$ cat src/rtl/mem_port_arbiter_pkg.sv
// Shared pipeline memory-bus types for the unified memory port arbiter.
package mem_port_arbiter_pkg;

    localparam int unsigned BUS_ADDR_W = 32;
    localparam int unsigned BUS_DATA_W = 32;
    localparam int unsigned BUS_BE_W   = BUS_DATA_W / 8;

    typedef enum logic [1:0] {
        IDLE = 2'd0,
        REQ  = 2'd1,
        RESP = 2'd2
    } arb_state_t;

    typedef enum logic {
        OWN_IF = 1'b0,
        OWN_D  = 1'b1
    } arb_owner_t;

    typedef struct packed {
        logic                  we;
        logic [BUS_BE_W-1:0]   be;
        logic [BUS_ADDR_W-1:0] addr;
        logic [BUS_DATA_W-1:0] wdata;
    } mem_req_t;

    // Fetches are always full-word reads.
    function automatic mem_req_t fetch_req(input logic [BUS_ADDR_W-1:0] addr);
        mem_req_t r;
        r.we    = 1'b0;
        r.be    = '1;
        r.addr  = addr;
        r.wdata = '0;
        return r;
    endfunction

endpackage

$ cat src/rtl/mem_port_arbiter_starve_counter.sv
// Saturating count of data grants made while a fetch waits; flags when fetch must win.
module arb_starve_counter
    import mem_port_arbiter_pkg::*;
#(
    parameter int unsigned STARVE_LIMIT = 4
) (
    input  logic clk,
    input  logic rst_n,
    input  logic if_grant,
    input  logic d_grant,
    input  logic if_pending,
    output logic override_c
);

    localparam int unsigned CNT_W = $clog2(STARVE_LIMIT + 1);

    logic [CNT_W-1:0] count_q;

    // Count consecutive data wins against a waiting fetch, clear otherwise.
    always_ff @(posedge clk or negedge rst_n) begin
        if (!rst_n) begin
            count_q <= '0;
        end else if (if_grant) begin
            count_q <= '0;
        end else if (d_grant) begin
            if (!if_pending) begin
                count_q <= '0;
            end else if (count_q != CNT_W'(STARVE_LIMIT)) begin
                count_q <= count_q + CNT_W'(1);
            end
        end
    end

    assign override_c = (count_q == CNT_W'(STARVE_LIMIT));

endmodule

$ cat src/rtl/mem_port_arbiter.sv
// Arbitrates the unified memory port between instruction fetch and MEM-stage data.
// Optional: define ARB_PERF_CNT_EN for grant / stall performance counters.
module mem_port_arbiter
    import mem_port_arbiter_pkg::*;
#(
    parameter int unsigned ADDR_W       = 32,
    parameter int unsigned DATA_W       = 32,
    parameter int unsigned STARVE_LIMIT = 4
) (
    input  logic                clk,
    input  logic                rst_n,
    input  logic                if_req,
    input  logic [ADDR_W-1:0]   if_addr,
    input  logic                if_kill,
    output logic                if_rvalid,
    output logic [DATA_W-1:0]   if_rdata,
    output logic                if_stall,
    input  logic                d_req,
    input  logic                d_we,
    input  logic [DATA_W/8-1:0] d_be,
    input  logic [ADDR_W-1:0]   d_addr,
    input  logic [DATA_W-1:0]   d_wdata,
    output logic                d_rvalid,
    output logic [DATA_W-1:0]   d_rdata,
    output logic                d_stall,
    output logic                mem_req,
    output logic                mem_we,
    output logic [DATA_W/8-1:0] mem_be,
    output logic [ADDR_W-1:0]   mem_addr,
    output logic [DATA_W-1:0]   mem_wdata,
    input  logic                mem_gnt,
    input  logic                mem_rvalid,
    input  logic [DATA_W-1:0]   mem_rdata
`ifdef ARB_PERF_CNT_EN
    ,
    output logic [31:0]         perf_if_grants,
    output logic [31:0]         perf_d_grants,
    output logic [31:0]         perf_stall_cycles
`endif
);

    localparam int unsigned BE_W = DATA_W / 8;

    arb_state_t state_q, state_d;
    arb_owner_t owner_q, owner_d;
    logic       killed_q, killed_d;
    mem_req_t   req_q, req_d;
    logic       mem_req_q;
    logic       grant_if, grant_d;
    logic       want_if;
    logic       override_c;
    logic       resp_fire;

    assign want_if = if_req & ~if_kill;

    arb_starve_counter #(
        .STARVE_LIMIT (STARVE_LIMIT)
    ) u_starve (
        .clk        (clk),
        .rst_n      (rst_n),
        .if_grant   (grant_if),
        .d_grant    (grant_d),
        .if_pending (want_if),
        .override_c (override_c)
    );

    // Next-state, arbitration and request latching.
    always_comb begin
        state_d  = state_q;
        owner_d  = owner_q;
        killed_d = killed_q;
        req_d    = req_q;
        grant_if = 1'b0;
        grant_d  = 1'b0;
        case (state_q)
            IDLE: begin
                killed_d = 1'b0;
                grant_if = want_if && (!d_req || override_c);
                grant_d  = d_req && !grant_if;
                if (grant_if) begin
                    owner_d = OWN_IF;
                    req_d   = fetch_req(BUS_ADDR_W'(if_addr));
                    state_d = REQ;
                end else if (grant_d) begin
                    owner_d     = OWN_D;
                    req_d.we    = d_we;
                    req_d.be    = BUS_BE_W'(d_be);
                    req_d.addr  = BUS_ADDR_W'(d_addr);
                    req_d.wdata = BUS_DATA_W'(d_wdata);
                    state_d     = REQ;
                end
            end
            REQ: begin
                if (owner_q == OWN_IF && if_kill) begin
                    killed_d = 1'b1;
                end
                if (mem_gnt) begin
                    state_d = RESP;
                end
            end
            RESP: begin
                if (owner_q == OWN_IF && if_kill) begin
                    killed_d = 1'b1;
                end
                if (mem_rvalid) begin
                    killed_d = 1'b0;
                    state_d  = IDLE;
                end
            end
            default: begin
                state_d = IDLE;
            end
        endcase
    end

    // State, owner, kill flag, latched request and the bus request strobe.
    always_ff @(posedge clk or negedge rst_n) begin
        if (!rst_n) begin
            state_q   <= IDLE;
            owner_q   <= OWN_IF;
            killed_q  <= 1'b0;
            req_q     <= '0;
            mem_req_q <= 1'b0;
        end else begin
            state_q   <= state_d;
            owner_q   <= owner_d;
            killed_q  <= killed_d;
            req_q     <= req_d;
            mem_req_q <= (state_d == REQ);
        end
    end

    assign mem_req   = mem_req_q;
    assign mem_we    = req_q.we;
    assign mem_be    = BE_W'(req_q.be);
    assign mem_addr  = ADDR_W'(req_q.addr);
    assign mem_wdata = DATA_W'(req_q.wdata);

    // Responses are forwarded in the cycle they arrive; stray pulses outside RESP are dropped.
    assign resp_fire = (state_q == RESP) && mem_rvalid;
    assign d_rvalid  = resp_fire && (owner_q == OWN_D);
    assign if_rvalid = resp_fire && (owner_q == OWN_IF) && !killed_q && !if_kill;
    assign d_rdata   = d_rvalid  ? mem_rdata : '0;
    assign if_rdata  = if_rvalid ? mem_rdata : '0;

    assign if_stall = if_req & ~if_rvalid & ~if_kill;
    assign d_stall  = d_req & ~d_rvalid;

`ifdef ARB_PERF_CNT_EN
    // Wrapping grant and stall-cycle counters.
    always_ff @(posedge clk or negedge rst_n) begin
        if (!rst_n) begin
            perf_if_grants    <= '0;
            perf_d_grants     <= '0;
            perf_stall_cycles <= '0;
        end else begin
            if (grant_if) begin
                perf_if_grants <= perf_if_grants + 32'd1;
            end
            if (grant_d) begin
                perf_d_grants <= perf_d_grants + 32'd1;
            end
            if (if_stall || d_stall) begin
                perf_stall_cycles <= perf_stall_cycles + 32'd1;
            end
        end
    end
`endif

endmodule
$ cat config.mk
export PLATFORM = sky130hd
export DESIGN_NAME = mem_port_arbiter
export DESIGN_NICKNAME = d
export VERILOG_FILES = /design/src/rtl/mem_port_arbiter_pkg.sv /design/src/rtl/mem_port_arbiter_starve_counter.sv /design/src/rtl/mem_port_arbiter.sv
export SDC_FILE = /design/constraint.sdc
export NUM_CORES = 1
export LEC_CHECK = 0
export ABC_CLOCK_PERIOD_IN_PS = 2400
export CAP_MARGIN = 20
export CORE_MARGIN = 4
export CORE_UTILIZATION = 35
export CTS_BUF_LIST = sky130_fd_sc_hd__clkbuf_4 sky130_fd_sc_hd__clkbuf_8 sky130_fd_sc_hd__clkbuf_16
export DETAILED_ROUTE_END_ITERATION = 10
export PLACE_DENSITY_LB_ADDON = 0.08
export SKIP_LAST_GASP = 1
export SLEW_MARGIN = 20
export SYNTH_ARGS = -nofsm -noshare
export SYNTH_HDL_FRONTEND = slang
export SYNTH_HIERARCHICAL = 1
export SYNTH_SLANG_ARGS = --single-unit
$ cat constraint.sdc
create_clock -name clk -period 2.4 [get_ports clk]
set_input_delay 0.72 -clock clk [delete_from_list [all_inputs] [get_ports clk]]
set_output_delay 0.72 -clock clk [all_outputs]
set_load 0.01 [all_outputs]
Yosys cells after proc, flatten, opt, wreduce, memory -nomap -nowiden

Index checks and enable logic that the tools add are counted.

Add/subtract/negate cells: 1
Equal/unequal tests: 6
Multiplexer cells: 20
Bitwise logic cells: 8
Reduce and logical (&&, ||, !) cells: 19

Operators by type and width:

| kind                                                                   | count |
|---|---|
| 69-bit two-way mux                                                     | 2 |
| 32-bit two-way mux                                                     | 2 |
| 3-bit two-way mux                                                      | 4 |
| 1-bit logical AND                                                      | 8 |
| 2-bit two-way mux                                                      | 4 |
| 1-bit two-way mux                                                      | 6 |
| 3-bit inequality test (second input constant)                          | 2 |
| 2-bit case mux with 3 select lines                                     | 1 |
| 1-bit bitwise AND                                                      | 4 |
| 2-bit by 1-bit equality test with 1-bit output (second input constant) | 2 |
| 1-bit zero test                                                        | 4 |
| 1-bit inverter                                                         | 4 |
| 2-bit AND reduction                                                    | 2 |
| 2-bit nonzero test                                                     | 2 |
| 3-bit by 1-bit adder with 3-bit output (second input constant)         | 1 |
| 3-bit equality test (second input constant)                            | 1 |
| 1-bit case mux with 3 select lines                                     | 1 |
| 3-bit nonzero test                                                     | 1 |
| 2-bit equality test (second input constant)                            | 1 |
| 2-bit zero test                                                        | 1 |
| 1-bit logical OR                                                       | 1 |

Register bits: 77

Logic depth before layout (Yosys ltp)

Gate-level depths: netlist (run 1).

Depth in word-level cells: 9
Mapped depth: 10
Depth with buffers taken out: 9

Modules after synthesis

Netlist (run 1), hierarchy kept.

Modules (own cells, without submodules):

| module             | times used | cells an instance | area an instance (µm²) |
|---|---|---|---|
| mem_port_arbiter   | 1          | 335               | 3,597.2 |
| arb_starve_counter | 1          | 20                | 183.9 |

Worst setup path after synthesis (run 1)

OpenSTA, ideal clock, no wires.

Path kind: input to output
From: in if_kill
To: out if_rdata[22]
Arrival time: 1.609 ns
Required time: 1.680 ns
Slack: 0.071 ns
Cell stages on the path: 3
Path buffers: 1
Cell sequence: nor4_2 > clkbuf_1 > and2_1

Cells in the longest elaborated chain, start to end: 3

RTL lines:

| element            | RTL line                | text |
|---|---|---|
| start: declaration | mem_port_arbiter.sv:14  | `input logic if_kill,` |
| 1-bit zero test    | mem_port_arbiter.sv:142 | `assign if_rvalid = resp_fire && (owner_q == OWN_IF) && !killed_q && !if_kill;` |
| 1-bit logical AND  | mem_port_arbiter.sv:142 |  |
| via if_rvalid      | mem_port_arbiter.sv:15  | `output logic if_rvalid,` |
| 32-bit two-way mux | mem_port_arbiter.sv:144 | `assign if_rdata = if_rvalid ? mem_rdata : '0;` |
| end: declaration   | mem_port_arbiter.sv:16  | `output logic [DATA_W-1:0] if_rdata,` |

The timed path passes the listed nets, and every way through them passes these cells.

Worst setup path after layout (run 1)

From: reg state_q[0]
To: out if_rdata[17]

Cells in the longest elaborated chain, start to end: 6

RTL lines:

| element                         | RTL line                | text |
|---|---|---|
| start: declaration              | mem_port_arbiter.sv:44  | `arb_state_t state_q, state_d;` |
| start signal: assignment        | mem_port_arbiter.sv:125 | `state_q <= state_d;` |
| 2-bit equality test             | mem_port_arbiter.sv:140 | `assign resp_fire = (state_q == RESP) && mem_rvalid;` |
| 1-bit logical AND               | mem_port_arbiter.sv:140 |  |
| 1-bit logical AND (3 in series) | mem_port_arbiter.sv:142 |  |
| 32-bit two-way mux              | mem_port_arbiter.sv:144 |  |

No other way between the ends.

==> impl_metrics.prom, run 1 <==
# TYPE chip_impl_metric gauge
chip_impl_info{name="synthDominantAreaCellType",value="sky130_fd_sc_hd__dfrtp_1"} 1
chip_impl_metric{name="num_vias",unit=""} 3870
chip_impl_metric{name="drc",unit=""} 0
chip_impl_metric{name="io_buffers",unit=""} 277
chip_impl_metric{name="grt_antenna_before_repair",unit=""} 0
chip_impl_metric{name="fillerInstances",unit=""} 777
chip_impl_info{name="timing.rr.start",value="u_starve/count_q[0]"} 1
chip_impl_metric{name="final_max_slew_viol_count",unit=""} 0
chip_impl_metric{name="routed_wire_length_per_instance",unit="µm"} 17.9
chip_impl_metric{name="report.final.hold_viol_count",unit=""} 0
chip_impl_metric{name="first_iter_violations",unit=""} 139
chip_impl_metric{name="crit_required",unit="ns"} 1.68
chip_impl_metric{name="hold_buffers",unit=""} 0
chip_impl_info{name="worst_setup_path_start_kind",value="register"} 1
chip_impl_metric{name="power_leakage",unit="nW"} 3.37
chip_impl_info{name="synth_area_leaders",value="sky130_fd_sc_hd__dfrtp_1 51%, sky130_fd_sc_hd__and2_1 11%, sky130_fd_sc_hd__mux2i_1 8.5%"} 1
chip_impl_info{name="synth_ff_type",value="sky130_fd_sc_hd__dfrtp_1"} 1
chip_impl_metric{name="die_height",unit="µm"} 112
chip_impl_metric{name="numClockSinks",unit=""} 77
chip_impl_metric{name="proportion_of_netlist_area_held_by_the_largest_area_contributor",unit="%"} 51.0
chip_impl_metric{name="avgViaCountPerCell",unit=""} 4.75
chip_impl_metric{name="place_congestion",unit=""} 0.843
chip_impl_info{name="failed_checks",value="negative setup slack"} 1
chip_impl_metric{name="yosys_register_bits",unit=""} 77
chip_impl_metric{name="nNetsFinal",unit=""} 821
chip_impl_metric{name="number_of_cells_traversed_by_the_worst_register_to_register_path",unit=""} 10
chip_impl_metric{name="coreArea",unit="mm²"} 0.0104
chip_impl_metric{name="setup_slack",unit="ns"} -0.366
chip_impl_metric{name="worst_path_arrival",unit="ns"} 2.05
chip_impl_metric{name="cap_viol_max_count",unit=""} 0
chip_impl_metric{name="async_flop_share",unit="%"} 100
chip_impl_metric{name="io-pin-count",unit=""} 278
chip_impl_metric{name="area_delta_synth_final",unit="%"} 97.1
chip_impl_metric{name="final-instance-count-excl-fill",unit=""} 815
chip_impl_metric{name="avgSynthCellArea",unit="µm²"} 10.7
chip_impl_info{name="grt_setup_unrepaired",value="true"} 1
chip_impl_metric{name="post_layout_minimum_cycle_time",unit="ns"} 2.77
chip_impl_metric{name="first_global_vias",unit=""} 3941
chip_impl_metric{name="post_synth_inst_count",unit=""} 355
chip_impl_metric{name="finish.instance_area",unit="mm²"} 0.00745
chip_impl_info{name="worst_setup_path_end_kind",value="output pin"} 1
chip_impl_metric{name="p_per_area",unit="mW/mm²"} 954
chip_impl_metric{name="post_synth_instance_area",unit="mm²"} 0.00378
chip_impl_metric{name="floorplan.initialDensity",unit="%"} 36.3
chip_impl_metric{name="wire_length_of_the_first_global_routing_pass",unit="mm"} 21.1
chip_impl_metric{name="total_wirelength_of_the_detailed_routed_design",unit="mm"} 14.6
chip_impl_metric{name="grt_max_degree",unit=""} 41
chip_impl_info{name="worstSetupPathType",value="register to output pin"} 1
chip_impl_metric{name="clk_pin_slew_worst_setup_hold_paths",unit="ns"} 0.09
chip_impl_info{name="cts_tree",value="built"} 1
chip_impl_metric{name="synth_enable_flop_cells",unit=""} 0
chip_impl_info{name="cts_root_buf",value="sky130_fd_sc_hd__clkbuf_8"} 1
chip_impl_metric{name="hpwl",unit="mm"} 10.7
chip_impl_metric{name="cts_buffer_depth",unit=""} 2
chip_impl_metric{name="final_antenna_net_count",unit=""} 0
chip_impl_metric{name="synthDistinctLibCells",unit=""} 34
chip_impl_metric{name="grt_use_total",unit="%"} 20.9
chip_impl_metric{name="detailedRoute.firstPassIterationCount",unit=""} 4
chip_impl_metric{name="finClkSkew",unit="ns"} 0.0129
chip_impl_metric{name="share_of_the_clock_period_used_by_the_worst_path",unit="%"} 115
chip_impl_metric{name="dp_cells",unit=""} 774
chip_impl_metric{name="peakVddDrop",unit="mV"} 0.602
chip_impl_metric{name="clock_tree.htree_level_count",unit=""} 3
chip_impl_metric{name="power",unit="mW"} 7.11
chip_impl_metric{name="die_w",unit="µm"} 112
chip_impl_metric{name="final_cell_utilization_of_the_core",unit="%"} 71.6
chip_impl_metric{name="floorplan.rows",unit=""} 37
chip_impl_metric{name="synth.yosys.seq_area_share",unit="%"} 51.0
chip_impl_info{name="status",value="complete, but fails checks"} 1
chip_impl_metric{name="ff2ff_setup_slack",unit="ns"} 0.48
chip_impl_metric{name="setup_tns",unit="ns"} -12.98
chip_impl_info{name="final_cell_mix",value="206 x sky130_fd_sc_hd__clkdlybuf4s50_1, 77 x sky130_fd_sc_hd__dfrtp_1, 61 x sky130_fd_sc_hd__buf_6"} 1
chip_impl_info{name="final_common_cell",value="sky130_fd_sc_hd__clkdlybuf4s50_1"} 1
chip_impl_metric{name="drive_gt1_share",unit="%"} 29.3
chip_impl_metric{name="grt_overflow_total",unit=""} 0
chip_impl_metric{name="ys.warnings.count",unit=""} 6
chip_impl_metric{name="worstSkewPairLatency",unit="ns"} 0.35
chip_impl_metric{name="antenna_cells_inserted",unit=""} 0
chip_impl_metric{name="postPlaceCellArea",unit="mm²"} 0.00690
chip_impl_metric{name="crit_path_max_fanout",unit=""} 8
chip_impl_metric{name="max-slew-margin-rel",unit="%"} 63.8
chip_impl_info{name="path_type_of_the_worst_min_delay_path",value="input pin to asynchronous set/reset pin"} 1
chip_impl_metric{name="synthesis.nets",unit=""} 502
chip_impl_metric{name="report.final.setup_viol",unit=""} 66
chip_impl_metric{name="maxClockFrequency",unit="MHz"} 362
chip_impl_metric{name="die_area",unit="mm²"} 0.0125
chip_impl_metric{name="tritoncts_buffers",unit=""} 9
chip_impl_info{name="reg2reg_to",value="mem_addr[26]"} 1
chip_impl_metric{name="timing_worst_slew_pin_value",unit="ns"} 0.542
[flip-flops by register name (all words and copies together) (netlist names)]
name              flops
mem_addr             32
mem_wdata            32
mem_be                4
u_starve/count_q      3
state_q               2
killed_q              1
mem_req               1
mem_we                1
owner_q               1
[logic make-up (layout without fill, tap and decap cells)]
family / Yosys count / after routing / synth area share [%]
and+or+nand+nor: 122 / 122 / 17.4
AOI/OAI and AO/OA: 84 / 84 / 15.8
DFF: 77 / 77 / 51.0
buffers and inverters: 33 / 357 / 5.10
muxes: 32 / 32 / 8.47
adders and majority gates: 7 / 7 / 2.32
[where the power goes]
part           internal [mW]  switching (mW)
Sequential              1.93           0.370
Combinational           2.19            1.61
Clock                  0.516           0.495
Total                   4.64            2.47
[worst max-delay path, stage by stage, from the launching register on]
cell and delay [ns]:
sky130_fd_sc_hd__dfrtp_1 0.40, sky130_fd_sc_hd__inv_2 0.08, sky130_fd_sc_hd__ha_4 0.14, sky130_fd_sc_hd__nand2_4 0.06
sky130_fd_sc_hd__nor4_4 0.25, sky130_fd_sc_hd__buf_4 0.15, sky130_fd_sc_hd__buf_4 0.11, sky130_fd_sc_hd__buf_4 0.11
sky130_fd_sc_hd__clkbuf_16 0.14, sky130_fd_sc_hd__and2_1 0.13, sky130_fd_sc_hd__buf_2 0.14
[layout make-up]
type | count | area, µm² | share of cell area, %
multi-input cells | 245 | 1820 | 24.4
flip-flops and latches | 77 | 1930 | 25.9
well taps | 136 | 170 | 2.28
repair buffers | 333 | 3300 | 44.3
inverters | 8 | 30.0 | 0.403
clock buffers | 10 | 138 | 1.85
clock inverters | 6 | 68.8 | 0.923
[cell usage after synthesis, types with 2 or more instances]
master,n
sky130_fd_sc_hd__ha_1,7
sky130_fd_sc_hd__inv_1,7
sky130_fd_sc_hd__clkbuf_1,15
sky130_fd_sc_hd__nor2b_1,2
sky130_fd_sc_hd__nand3_1,2
sky130_fd_sc_hd__o21ai_0,6
sky130_fd_sc_hd__nand2_1,40
sky130_fd_sc_hd__a31oi_1,2
sky130_fd_sc_hd__a221oi_1,2
sky130_fd_sc_hd__buf_2,4
sky130_fd_sc_hd__dfrtp_1,77
sky130_fd_sc_hd__nor2_1,3
sky130_fd_sc_hd__nand2b_1,3
sky130_fd_sc_hd__o21ai_1,28
sky130_fd_sc_hd__mux2i_1,32
sky130_fd_sc_hd__a21oi_1,4
sky130_fd_sc_hd__a22o_1,33
sky130_fd_sc_hd__buf_4,2
sky130_fd_sc_hd__and2_1,66
sky130_fd_sc_hd__nand4_1,2
sky130_fd_sc_hd__o22a_1,3
sky130_fd_sc_hd__buf_12,3
[routing by layer]
layer	GRT usage [%]	vias to the layer above	part of all wire, %
met5	0	-	0
met4	5.53	0	2.1
met3	6.96	21	8.7
met2	38.0	185	52
met1	23.5	1804	37
li1	-	1860	-
[worst max path at each step]
stage,from,to,slack (ns),depth (start not counted)
after detailed placement,if_kill,if_rdata[26],-0.77,5
after global routing,state_q[0],if_rdata[17],-0.47,10
final,state_q[0],if_rdata[17],-0.37,10
after CTS,state_q[0],if_rdata[20],-0.50,7
after global placement,if_kill,if_rdata[26],-0.74,5
after floorplan,if_kill,if_rdata[22],0.07,3
[per-stage QoR]
step / setup slack [ns] / hold WS, ns
2_1_floorplan: 0.0708 / 0.424
3_3_place_gp: -0.738 / 0.451
3_5_place_dp: -0.772 / 0.456
4_1_cts: -0.497 / 0.350
5_1_grt: -0.466 / 0.370
6_report: -0.366 / 0.342
[what timing repair did]
| action | 4_1_cts | 5_1_grt |
|---|---|---|
| pin swaps | 7 | 10 |
| setup buffers | 16 | 10 |
| setup endpoints to repair | 68 | 67 |
| resized for setup | 242 | 159 |
| cloned | 4 | 3 |
(Power assumes the default switching activity.)
==> run 2, diff against run 1 <==
Settings changed: REMOVE_ABC_BUFFERS from default to 1.
==> run 2 against run 1 <==
Net effect: critical endpoint is now if_rdata[3]; the run still ends with negative setup slack left; critical path depth down 1; design area up 2.1%; clock power down 4%; critical path type unchanged; via count up 0.70%; sequential share of layout area down 0.54 points; first-iteration DRC count down 9.4%; total power up 1.4%; highest routed layer unchanged; worst setup slack better by 0.20 ns.
==> impl_metrics.prom, run 2 (synthesis results as in run 1) <==
# TYPE chip_impl_metric gauge
chip_impl_info{name="worst_setup_path_end_kind",value="output pin"} 1
chip_impl_metric{name="combPwrFrac",unit="%"} 54.7
chip_impl_metric{name="clock_power_share",unit="%"} 13.4
chip_impl_info{name="cts_tree",value="built"} 1
chip_impl_metric{name="final_max_slew_viol_count",unit=""} 0
chip_impl_metric{name="final_antenna_net_count",unit=""} 0
chip_impl_metric{name="clock_tree.htree_level_count",unit=""} 3
chip_impl_metric{name="report.final.setup_viol",unit=""} 63
chip_impl_metric{name="tritoncts_buffers",unit=""} 9
chip_impl_metric{name="grt_max_degree",unit=""} 50
chip_impl_metric{name="worst_path_arrival",unit="ns"} 1.84
chip_impl_metric{name="place_ws",unit="ns"} -0.728
chip_impl_metric{name="hpwl",unit="mm"} 10.6
chip_impl_metric{name="power_leakage",unit="nW"} 3.38
chip_impl_info{name="final_common_cell",value="sky130_fd_sc_hd__clkdlybuf4s50_1"} 1
chip_impl_metric{name="peakVddDrop",unit="mV"} 0.653
chip_impl_info{name="path_type_of_the_worst_min_delay_path",value="input pin to asynchronous set/reset pin"} 1
chip_impl_metric{name="drive_gt1_share",unit="%"} 30.7
chip_impl_metric{name="crit_path_max_fanout",unit=""} 6
chip_impl_metric{name="timing_worst_slew_pin_value",unit="ns"} 0.414
chip_impl_metric{name="die_area",unit="mm²"} 0.0125
chip_impl_metric{name="share_of_the_clock_period_used_by_the_worst_path",unit="%"} 107
chip_impl_metric{name="floorplan.rows",unit=""} 37
chip_impl_metric{name="avgViaCountPerCell",unit=""} 4.81
chip_impl_metric{name="wire_length_of_the_first_global_routing_pass",unit="mm"} 21.9
chip_impl_metric{name="routed_wire_length_per_instance",unit="µm"} 18.7
chip_impl_metric{name="floorplan.initialDensity",unit="%"} 36.3
chip_impl_metric{name="clk_pin_slew_worst_setup_hold_paths",unit="ns"} 0.08
chip_impl_metric{name="internal_power",unit="mW"} 4.71
chip_impl_metric{name="dr_wl_met3",unit="mm"} 1.19
chip_impl_metric{name="report.final.hold_viol_count",unit=""} 0
chip_impl_metric{name="p_per_area",unit="mW/mm²"} 947
chip_impl_metric{name="cts_buffer_depth",unit=""} 2
chip_impl_metric{name="maxClockFrequency",unit="MHz"} 390
chip_impl_metric{name="nNetsFinal",unit=""} 816
chip_impl_metric{name="setup_slack",unit="ns"} -0.163
chip_impl_metric{name="total_wirelength_of_the_detailed_routed_design",unit="mm"} 15.1
chip_impl_metric{name="first_global_vias",unit=""} 4100
chip_impl_metric{name="io_buffers",unit=""} 277
chip_impl_info{name="failed_checks",value="negative setup slack"} 1
chip_impl_info{name="grt_setup_unrepaired",value="true"} 1
chip_impl_metric{name="finClkSkew",unit="ns"} 0.0122
chip_impl_metric{name="worstSkewPairLatency",unit="ns"} 0.34
chip_impl_metric{name="wl_met2",unit="mm"} 7.95
chip_impl_metric{name="place_congestion",unit=""} 0.909
chip_impl_info{name="worstSetupPathType",value="register to output pin"} 1
chip_impl_metric{name="hold_ws",unit="ns"} 0.293
chip_impl_metric{name="hold_buffers",unit=""} 0
chip_impl_metric{name="max-slew-margin-rel",unit="%"} 72.4
chip_impl_metric{name="fillerInstances",unit=""} 729
chip_impl_metric{name="num_vias",unit=""} 3897
chip_impl_metric{name="coreArea",unit="mm²"} 0.0104
chip_impl_metric{name="grt_antenna_before_repair",unit=""} 1
chip_impl_info{name="final_cell_mix",value="206 x sky130_fd_sc_hd__clkdlybuf4s50_1, 77 x sky130_fd_sc_hd__buf_6, 77 x sky130_fd_sc_hd__dfrtp_1"} 1
chip_impl_metric{name="grt_use_total",unit="%"} 21.9
chip_impl_metric{name="power.sequential.fraction",unit="%"} 31.8
chip_impl_metric{name="drc",unit=""} 0
chip_impl_metric{name="length_of_routed_wiring_on_met1",unit="mm"} 5.42
chip_impl_metric{name="detailedRoute.firstPassIterationCount",unit=""} 4
chip_impl_metric{name="first_iter_violations",unit=""} 126
chip_impl_metric{name="power.switching",unit="mW"} 2.50
chip_impl_metric{name="die_w",unit="µm"} 112
chip_impl_info{name="highest-signal-layer",value="met4"} 1
chip_impl_metric{name="switching_share",unit="%"} 34.7
chip_impl_metric{name="area_delta_synth_final",unit="%"} 101
chip_impl_metric{name="crit_required",unit="ns"} 1.68
chip_impl_info{name="worst_setup_path_start_kind",value="register"} 1
chip_impl_metric{name="io-pin-count",unit=""} 278
chip_impl_info{name="cts_root_buf",value="sky130_fd_sc_hd__clkbuf_8"} 1
chip_impl_metric{name="cap_viol_max_count",unit=""} 0
chip_impl_info{name="status",value="complete, but fails checks"} 1
chip_impl_metric{name="die_height",unit="µm"} 112
chip_impl_metric{name="grt_overflow_total",unit=""} 0
chip_impl_metric{name="numClockSinks",unit=""} 77
chip_impl_metric{name="post_layout_minimum_cycle_time",unit="ns"} 2.56
[run 2: cell count changes in the layout (fill, tap and decap cells not counted), sizes merged]
cell	change
clkinvlp	+1
diode	+1
clkbuf	+1
clkdlybuf4s15	+1
clkinv	+1
buf	-7
inv	-2
[run 2: layout make-up]
type / instances / area (µm²) / area share (%)
inverter: 8 / 30.0 / 0.394
multi-input combinational: 245 / 1850 / 24.3
antenna: 1 / 2.50 / 0.0329
sequential: 77 / 1930 / 25.3
timing repair buffer: 328 / 3440 / 45.1
clock buffer: 10 / 131 / 1.73
clock inverter: 6 / 63.8 / 0.838
tap: 136 / 170 / 2.24
[run 2: through the flow]
step	instance area, µm²	utilization, %	power, mW	setup TNS (ns)	cells
2_1_floorplan	3620	-	3.71	-46.75	330
3_3_place_gp	6840	65.6	5.87	-48.66	766
3_5_place_dp	6840	65.6	5.96	-51.64	766
4_1_cts	7190	69.0	7.16	-9.68	806
5_1_grt	7610	73.1	7.68	-7.56	811
6_report	7610	73.1	7.21	-3.85	811
[run 2: critical path: stages (launching register included)]
cell and delay, ns:
sky130_fd_sc_hd__dfrtp_1 0.40, sky130_fd_sc_hd__inv_2 0.08, sky130_fd_sc_hd__ha_4 0.16, sky130_fd_sc_hd__nand2_4 0.06, sky130_fd_sc_hd__nor4_4 0.14, sky130_fd_sc_hd__buf_6 0.17
sky130_fd_sc_hd__clkbuf_16 0.15, sky130_fd_sc_hd__buf_8 0.10, sky130_fd_sc_hd__and2_4 0.14, sky130_fd_sc_hd__buf_6 0.10
[run 2: path summary, 6_finish.rpt]
path | start | slack [ns] | to | cells past startpoint
worst max-delay path | state_q[0] | -0.16 | if_rdata[3] | 9
worst min-delay path | rst_n | 0.29 | mem_wdata[30] | 1
worst max register to register | state_q[0] | 0.52 | mem_req | 8
worst min register to register | mem_be[3] | 0.48 | mem_be[3] | 2
max in group asynchronous | rst_n | 1.53 | u_starve/count_q[1] | 2
min in group clk | mem_be[3] | 0.48 | mem_be[3] | 2
[run 2: repair_timing]
item / in CTS / in global routing
setup buffers: 17 / 10
gates cloned: 7 / 2
pin swaps: 26 / 23
setup endpoints to repair: 68 / 67
gates resized for setup: 314 / 125
[run 2: power by group through the flow]
stage,clock network (mW),registers (mW),logic [mW]
floorplan,0,2.57,1.14
global placement,0,2.28,3.59
detailed placement,0,2.30,3.66
CTS,1.00,2.30,3.86
global route,1.05,2.38,4.24
finish,0.968,2.30,3.95
[run 2: routing by layer]
| metal | global-route usage (%) | vias to the layer above |
|---|---|---|
| met2 | 41.4 | 193 |
| met3 | 6.74 | 30 |
| li1 | - | 1849 |
| met5 | 0 | - |
| met1 | 22.4 | 1825 |
| met4 | 8.41 | 0 |
==> run 3, diff against run 2 <==
Settings changed: ABC_AREA from default to 0, ABC_CLOCK_PERIOD_IN_PS 2400 to default, CORE_UTILIZATION 35 to 30.
==> run 3 against run 2 <==
Net effect: first-iteration DRC count is 0.79% higher; largest power group unchanged; combinational power down 4%; design area is 0.87% lower; fmax down 7.5%; sequential power about the same; sequential share of layout area increased by 0.22 points; largest cell class unchanged; critical endpoint is now if_rdata[5]; global-route usage down 2.6 points; the run still ends with negative setup slack left.
==> impl_metrics.prom, run 3 (synthesis results as in run 1) <==
# TYPE chip_impl_metric gauge
chip_impl_info{name="status",value="complete, but fails checks"} 1
chip_impl_info{name="failed_checks",value="negative setup slack"} 1
chip_impl_metric{name="die_height",unit="µm"} 120
chip_impl_metric{name="dp_cells",unit=""} 799
chip_impl_info{name="crit_end",value="if_rdata[5]"} 1
chip_impl_metric{name="ff2ff_setup_slack",unit="ns"} 0.54
chip_impl_metric{name="finClkSkew",unit="ns"} 0.00660
chip_impl_metric{name="coreArea",unit="mm²"} 0.0122
chip_impl_metric{name="crit_required",unit="ns"} 1.68
chip_impl_metric{name="power_leakage",unit="nW"} 3.56
chip_impl_metric{name="detailedRoute.firstPassIterationCount",unit=""} 4
chip_impl_metric{name="total_wirelength_of_the_detailed_routed_design",unit="mm"} 14.5
chip_impl_metric{name="nNetsFinal",unit=""} 812
chip_impl_metric{name="floorplan.initialDensity",unit="%"} 31.1
chip_impl_metric{name="hold_ws",unit="ns"} 0.321
chip_impl_metric{name="grt_overflow_total",unit=""} 0
chip_impl_metric{name="antenna_cells_inserted",unit=""} 0
chip_impl_info{name="grt_setup_unrepaired",value="true"} 1
chip_impl_metric{name="cap_viol_max_count",unit=""} 0
chip_impl_metric{name="timing_worst_slew_pin_value",unit="ns"} 0.432
chip_impl_metric{name="io_buffers",unit=""} 277
chip_impl_metric{name="grt_antenna_before_repair",unit=""} 0
chip_impl_info{name="worst_setup_path_start_kind",value="register"} 1
chip_impl_metric{name="peakVddDrop",unit="mV"} 0.580
chip_impl_metric{name="max-slew-margin-rel",unit="%"} 71.2
chip_impl_metric{name="numClockSinks",unit=""} 77
chip_impl_metric{name="crit_path_max_fanout",unit=""} 4
chip_impl_metric{name="final_max_slew_viol_count",unit=""} 0
chip_impl_info{name="final_cell_mix",value="206 x sky130_fd_sc_hd__clkdlybuf4s50_1, 77 x sky130_fd_sc_hd__dfrtp_1, 42 x sky130_fd_sc_hd__buf_6"} 1
chip_impl_info{name="timing.critical_path.from",value="state_q[0]"} 1
chip_impl_info{name="worst_setup_path_end_kind",value="output pin"} 1
chip_impl_metric{name="die_w",unit="µm"} 120
chip_impl_metric{name="clk_pin_slew_worst_setup_hold_paths",unit="ns"} 0.06
chip_impl_metric{name="share_of_the_clock_period_used_by_the_worst_path",unit="%"} 115
chip_impl_metric{name="maxClockFrequency",unit="MHz"} 361
chip_impl_metric{name="cts_buffer_depth",unit=""} 2
chip_impl_metric{name="tritoncts_buffers",unit=""} 9
chip_impl_metric{name="worst_path_arrival",unit="ns"} 2.05
chip_impl_info{name="cts_tree",value="built"} 1
chip_impl_metric{name="first_iter_violations",unit=""} 127
chip_impl_metric{name="area_delta_synth_final",unit="%"} 99.6
chip_impl_metric{name="first_global_vias",unit=""} 3956
chip_impl_metric{name="report.final.hold_viol_count",unit=""} 0
chip_impl_info{name="reg2reg_to",value="mem_addr[23]"} 1
chip_impl_metric{name="worstSkewPairLatency",unit="ns"} 0.33
chip_impl_metric{name="drc",unit=""} 0
chip_impl_info{name="worstSetupPathType",value="register to output pin"} 1
chip_impl_metric{name="floorplan.rows",unit=""} 40
chip_impl_metric{name="fillerInstances",unit=""} 1017
chip_impl_info{name="final_common_cell",value="sky130_fd_sc_hd__clkdlybuf4s50_1"} 1
chip_impl_metric{name="final-instance-count-excl-fill",unit=""} 838
chip_impl_metric{name="place_congestion",unit=""} 0.780
chip_impl_metric{name="num_vias",unit=""} 3786
chip_impl_metric{name="final_antenna_net_count",unit=""} 0
chip_impl_metric{name="grt_use_total",unit="%"} 19.4
chip_impl_metric{name="routed_wire_length_per_instance",unit="µm"} 17.3
chip_impl_metric{name="grt_max_degree",unit=""} 48
chip_impl_info{name="cts_root_buf",value="sky130_fd_sc_hd__clkbuf_16"} 1
chip_impl_metric{name="die_area",unit="mm²"} 0.0145
chip_impl_metric{name="setup_slack",unit="ns"} -0.370
chip_impl_metric{name="hpwl",unit="mm"} 10.9
chip_impl_metric{name="p_per_area",unit="mW/mm²"} 1000
chip_impl_info{name="timing.rr.start",value="u_starve/count_q[1]"} 1
chip_impl_metric{name="wire_length_of_the_first_global_routing_pass",unit="mm"} 21.8
chip_impl_metric{name="io-pin-count",unit=""} 278
chip_impl_metric{name="avgViaCountPerCell",unit=""} 4.52
chip_impl_metric{name="number_of_cells_traversed_by_the_worst_register_to_register_path",unit=""} 9
chip_impl_metric{name="report.final.setup_viol",unit=""} 44
chip_impl_metric{name="clock_tree.htree_level_count",unit=""} 3
chip_impl_metric{name="post_layout_minimum_cycle_time",unit="ns"} 2.77
chip_impl_metric{name="drive_gt1_share",unit="%"} 23.4
chip_impl_metric{name="hold_buffers",unit=""} 0
chip_impl_info{name="path_type_of_the_worst_min_delay_path",value="input pin to asynchronous set/reset pin"} 1
-- run 3: layout make-up --
class	count	area (µm²)	share of cell area [%]
repair buffers	324	3290	43.6
clock inverters	6	86.3	1.14
flip-flops and latches	77	1930	25.5
well taps	168	210	2.79
inverters	8	30.0	0.398
multi-input cells	245	1770	23.5
clock buffers	10	233	3.08
-- run 3: worst min path at each step --
stage,end,startpoint,slack (ns),cells past startpoint
floorplan,killed_q,rst_n,0.42,0
global route,mem_wdata[22],rst_n,0.35,1
finish,mem_wdata[22],rst_n,0.32,1
global placement,mem_addr[1],mem_addr[1],0.46,2
CTS,mem_wdata[22],rst_n,0.33,1
detailed placement,mem_addr[2],mem_addr[2],0.47,2
-- run 3: through the flow --
stage	util [%]	setup TNS, ns	setup slack [ns]	power (mW)	instance area (µm²)
2_1_floorplan	-	-46.75	-0.775	3.71	3620
3_3_place_gp	56.9	-53.71	-0.696	5.96	6920
3_5_place_dp	56.9	-55.23	-0.780	6.02	6920
4_1_cts	61.2	-17.69	-0.532	7.62	7440
5_1_grt	62.1	-13.26	-0.465	8.06	7550
6_report	62.1	-9.37	-0.370	7.55	7550
-- run 3: routing by layer --
metal	vias to the layer above	GRT usage (%)	wire length [µm]
li1	1839	-	-
met4	0	5.03	187
met3	13	6.78	1330
met2	193	35.2	7510
met5	-	0	0
met1	1741	21.5	5440
-- run 3: critical path, cell delays in order (launching register included) --
cell and delay, ns:
sky130_fd_sc_hd__dfrtp_1 0.39, sky130_fd_sc_hd__inv_2 0.08, sky130_fd_sc_hd__ha_4 0.15, sky130_fd_sc_hd__nand2_4 0.06, sky130_fd_sc_hd__nor4_4 0.33, sky130_fd_sc_hd__buf_4 0.19
sky130_fd_sc_hd__buf_12 0.10, sky130_fd_sc_hd__buf_12 0.11, sky130_fd_sc_hd__buf_12 0.10, sky130_fd_sc_hd__and2_4 0.13, sky130_fd_sc_hd__buf_6 0.09
-- run 3: what timing repair did --
item | CTS | global route
pin swaps | 8 | 13
gates resized for setup | 188 | 111
setup endpoints to repair | 68 | 67
buffers inserted | 16 | 8
gates cloned | 4 | 0
-- run 3: power breakdown --
| group | internal (mW) | switching, mW | total [mW] |
|---|---|---|---|
| Clock | 0.922 | 0.526 | 1.45 |
| Sequential | 1.94 | 0.368 | 2.30 |
| Combinational | 2.20 | 1.60 | 3.80 |
==> RTL edit: new RTL, flow settings as in run 2 <==
Change the package constant `BUS_ADDR_W` from 32 to 28.
--- a/src/rtl/mem_port_arbiter_pkg.sv
+++ b/src/rtl/mem_port_arbiter_pkg.sv
@@ -1,7 +1,7 @@
 // Shared pipeline memory-bus types for the unified memory port arbiter.
 package mem_port_arbiter_pkg;
 
-    localparam int unsigned BUS_ADDR_W = 32;
+    localparam int unsigned BUS_ADDR_W = 28;
     localparam int unsigned BUS_DATA_W = 32;
     localparam int unsigned BUS_BE_W   = BUS_DATA_W / 8;
 
Check against the original RTL: not equivalent (a bounded check fails within 4 cycles, from zero or initial values and one cycle with rst_n low).
==> RTL edit against run 2 <==
  * Non-clock buffer count fell by 31
  * Area after synthesis fell by 4.6%
  * Via count fell by 7.2%
  * Total power fell by 7.7%
  * Register-to-register slack got worse by 0.04 ns
  * Final area fell by 7.8%
  * Wire length fell by 12%
  * Sequential cell count fell by 4
  * The run still ends with setup timing left
  * Synthesized cell count fell by 3.4%
  * Clock skew fell by 0.00086 ns
  * Worst setup slack got worse by 0.18 ns
==> RTL edit: results (changes against run 2) <==
- Status: finished with violations
- Violated checks: setup timing
- Seq area share: 26.0% (+0.72 points)
- Overall routing resource usage: 20.9% (-1.0 points)
- Hold WC Path Type: in2async
- Setup ws final: -0.345 ns (-0.182 ns)
- Starting DRT DRC Count: 114 (-9.5%)
- Routed vias: 3617 (-7.2%)
- Non-filler cells, final: 764 (-5.8%)
- P_leak: 0.00331 uW (-1.9%)
- Worst-case clock buffer depth: 2 (unchanged)
- ANT cells: 0 (-1)
- Post-DP HPWL: 9900 um (-6.7%)
- Sum of routed wire segments on met1: 4350 um (-20%)
- Fillers: 775 (+6.3%)
- Flop-to-flop setup slack: 0.48 ns (-0.04 ns)
- Vias in the first global route: 3728 (-9.1%)
- Gpl congestion: 0.808 (-11%)
- Cell area after placement: 0.00653 sq mm (-4.5%)
- Met3 wire length: 1330 um (+12%)
- Setup violations, final: 62 (-1.6%)
- Met2 wire length: 7380 um (-7.2%)
- Max stage delay on crit path: 0.29 ns (-0.11 ns)
- Area Overhead vs Synth: 94.5%
- Peak supply drop: 0.000590 V (-9.6%)
- M2 GR Usage: 40.1% (-1.3 points)
- Met3 global-route usage: 7.11% (+0.37 points)
- PortBufs: 265 (-4.3%)
- Crit Path Category: in2out
- Synth top area cells: dfrtp_1, and2_1, a22o_1
- Clk tree area frac: 2.83% (+0.27 points)
- Sequential share of the synthesized area: 50.6% (-0.34 points)
- Slowest cell on crit path: nor4_4
- Arrival time at the worst endpoint: 2.03 ns (+0.19 ns)
- Post-CTS Setup Inserts: 11 (-6)
- Layout cell share with drive strength beyond 1: 21.4% (-9.3 points)
- Largest net degree at the start of global routing: 56 (+12%)
- Synth cell types: 35 (+2.9%)
- Post-CTS Resized: 200 (-36%)
- Place WS: -0.739 ns (-0.0116 ns)
- Data buffer area share: 43.9% (-1.2 points)
- Final-stage net count: 773 (-5.3%)
- Post-Route Skew: 0.0114 ns (-0.000857 ns)
- Initial antenna violation count: 0 (-1)
- Syn Area/Cell: 10.5 sq um (-1.2%)
- First-pass GRT wire length: 19200 um (-12%)
- Highest Signal Layer: met4
- Hold Slack: 0.319 ns (+0.0257 ns)
- Fraction of area in multi-input gates: 24.4% (+0.064 points)
- Met1 Usage GRT: 20.7% (-1.7 points)
- Most frequent cells after synthesis: dfrtp_1, and2_1, nand2_1, a22o_1, o21ai_1
- Total Wirelength: 13300 um (-12%)
- Placed cells: 733 (-4.3%)
- Repair and plain buffers: 297 (-9.5%)
- Multi-input gates: 237 (-3.3%)
- Setup TNS: -11.72 ns (-7.87 ns)
- Synth Register Bits: 73 (-5.2%)
==> RTL edit: where the power goes <==
group	leakage [uW]	switching, uW	internal [uW]	total (uW)
Combinational	0.00231	1520	2010	3520
Clock	0.0000963	462	495	957
Sequential	0.000908	347	1830	2180
Total	0.00331	2320	4340	6660
==> RTL edit: final timing paths <==
path,startpoint,to
max reg2reg,state_q[1],u_starve/count_q[2]
min,rst_n,mem_wdata[4]
min reg2reg,mem_be[3],mem_be[3]
max in group asynchronous,rst_n,mem_wdata[15]
min in group clk,mem_be[3],mem_be[3]
max,mem_rvalid,if_rdata[8]
==> RTL edit: cells by family (layout without fill, tap and decap cells) <==
logic type                 after synthesis  after routing  share of synthesized area, %
other                                    1              4                         0.104
and+or+nand+nor                        118            118                          17.8
DFF                                     73             73                          50.6
AOI/OAI and AO/OA                       80             80                          16.0
adders and majority gates                7              7                          2.43
buffers and inverters                   36            321                          5.24
muxes                                   28             28                          7.77
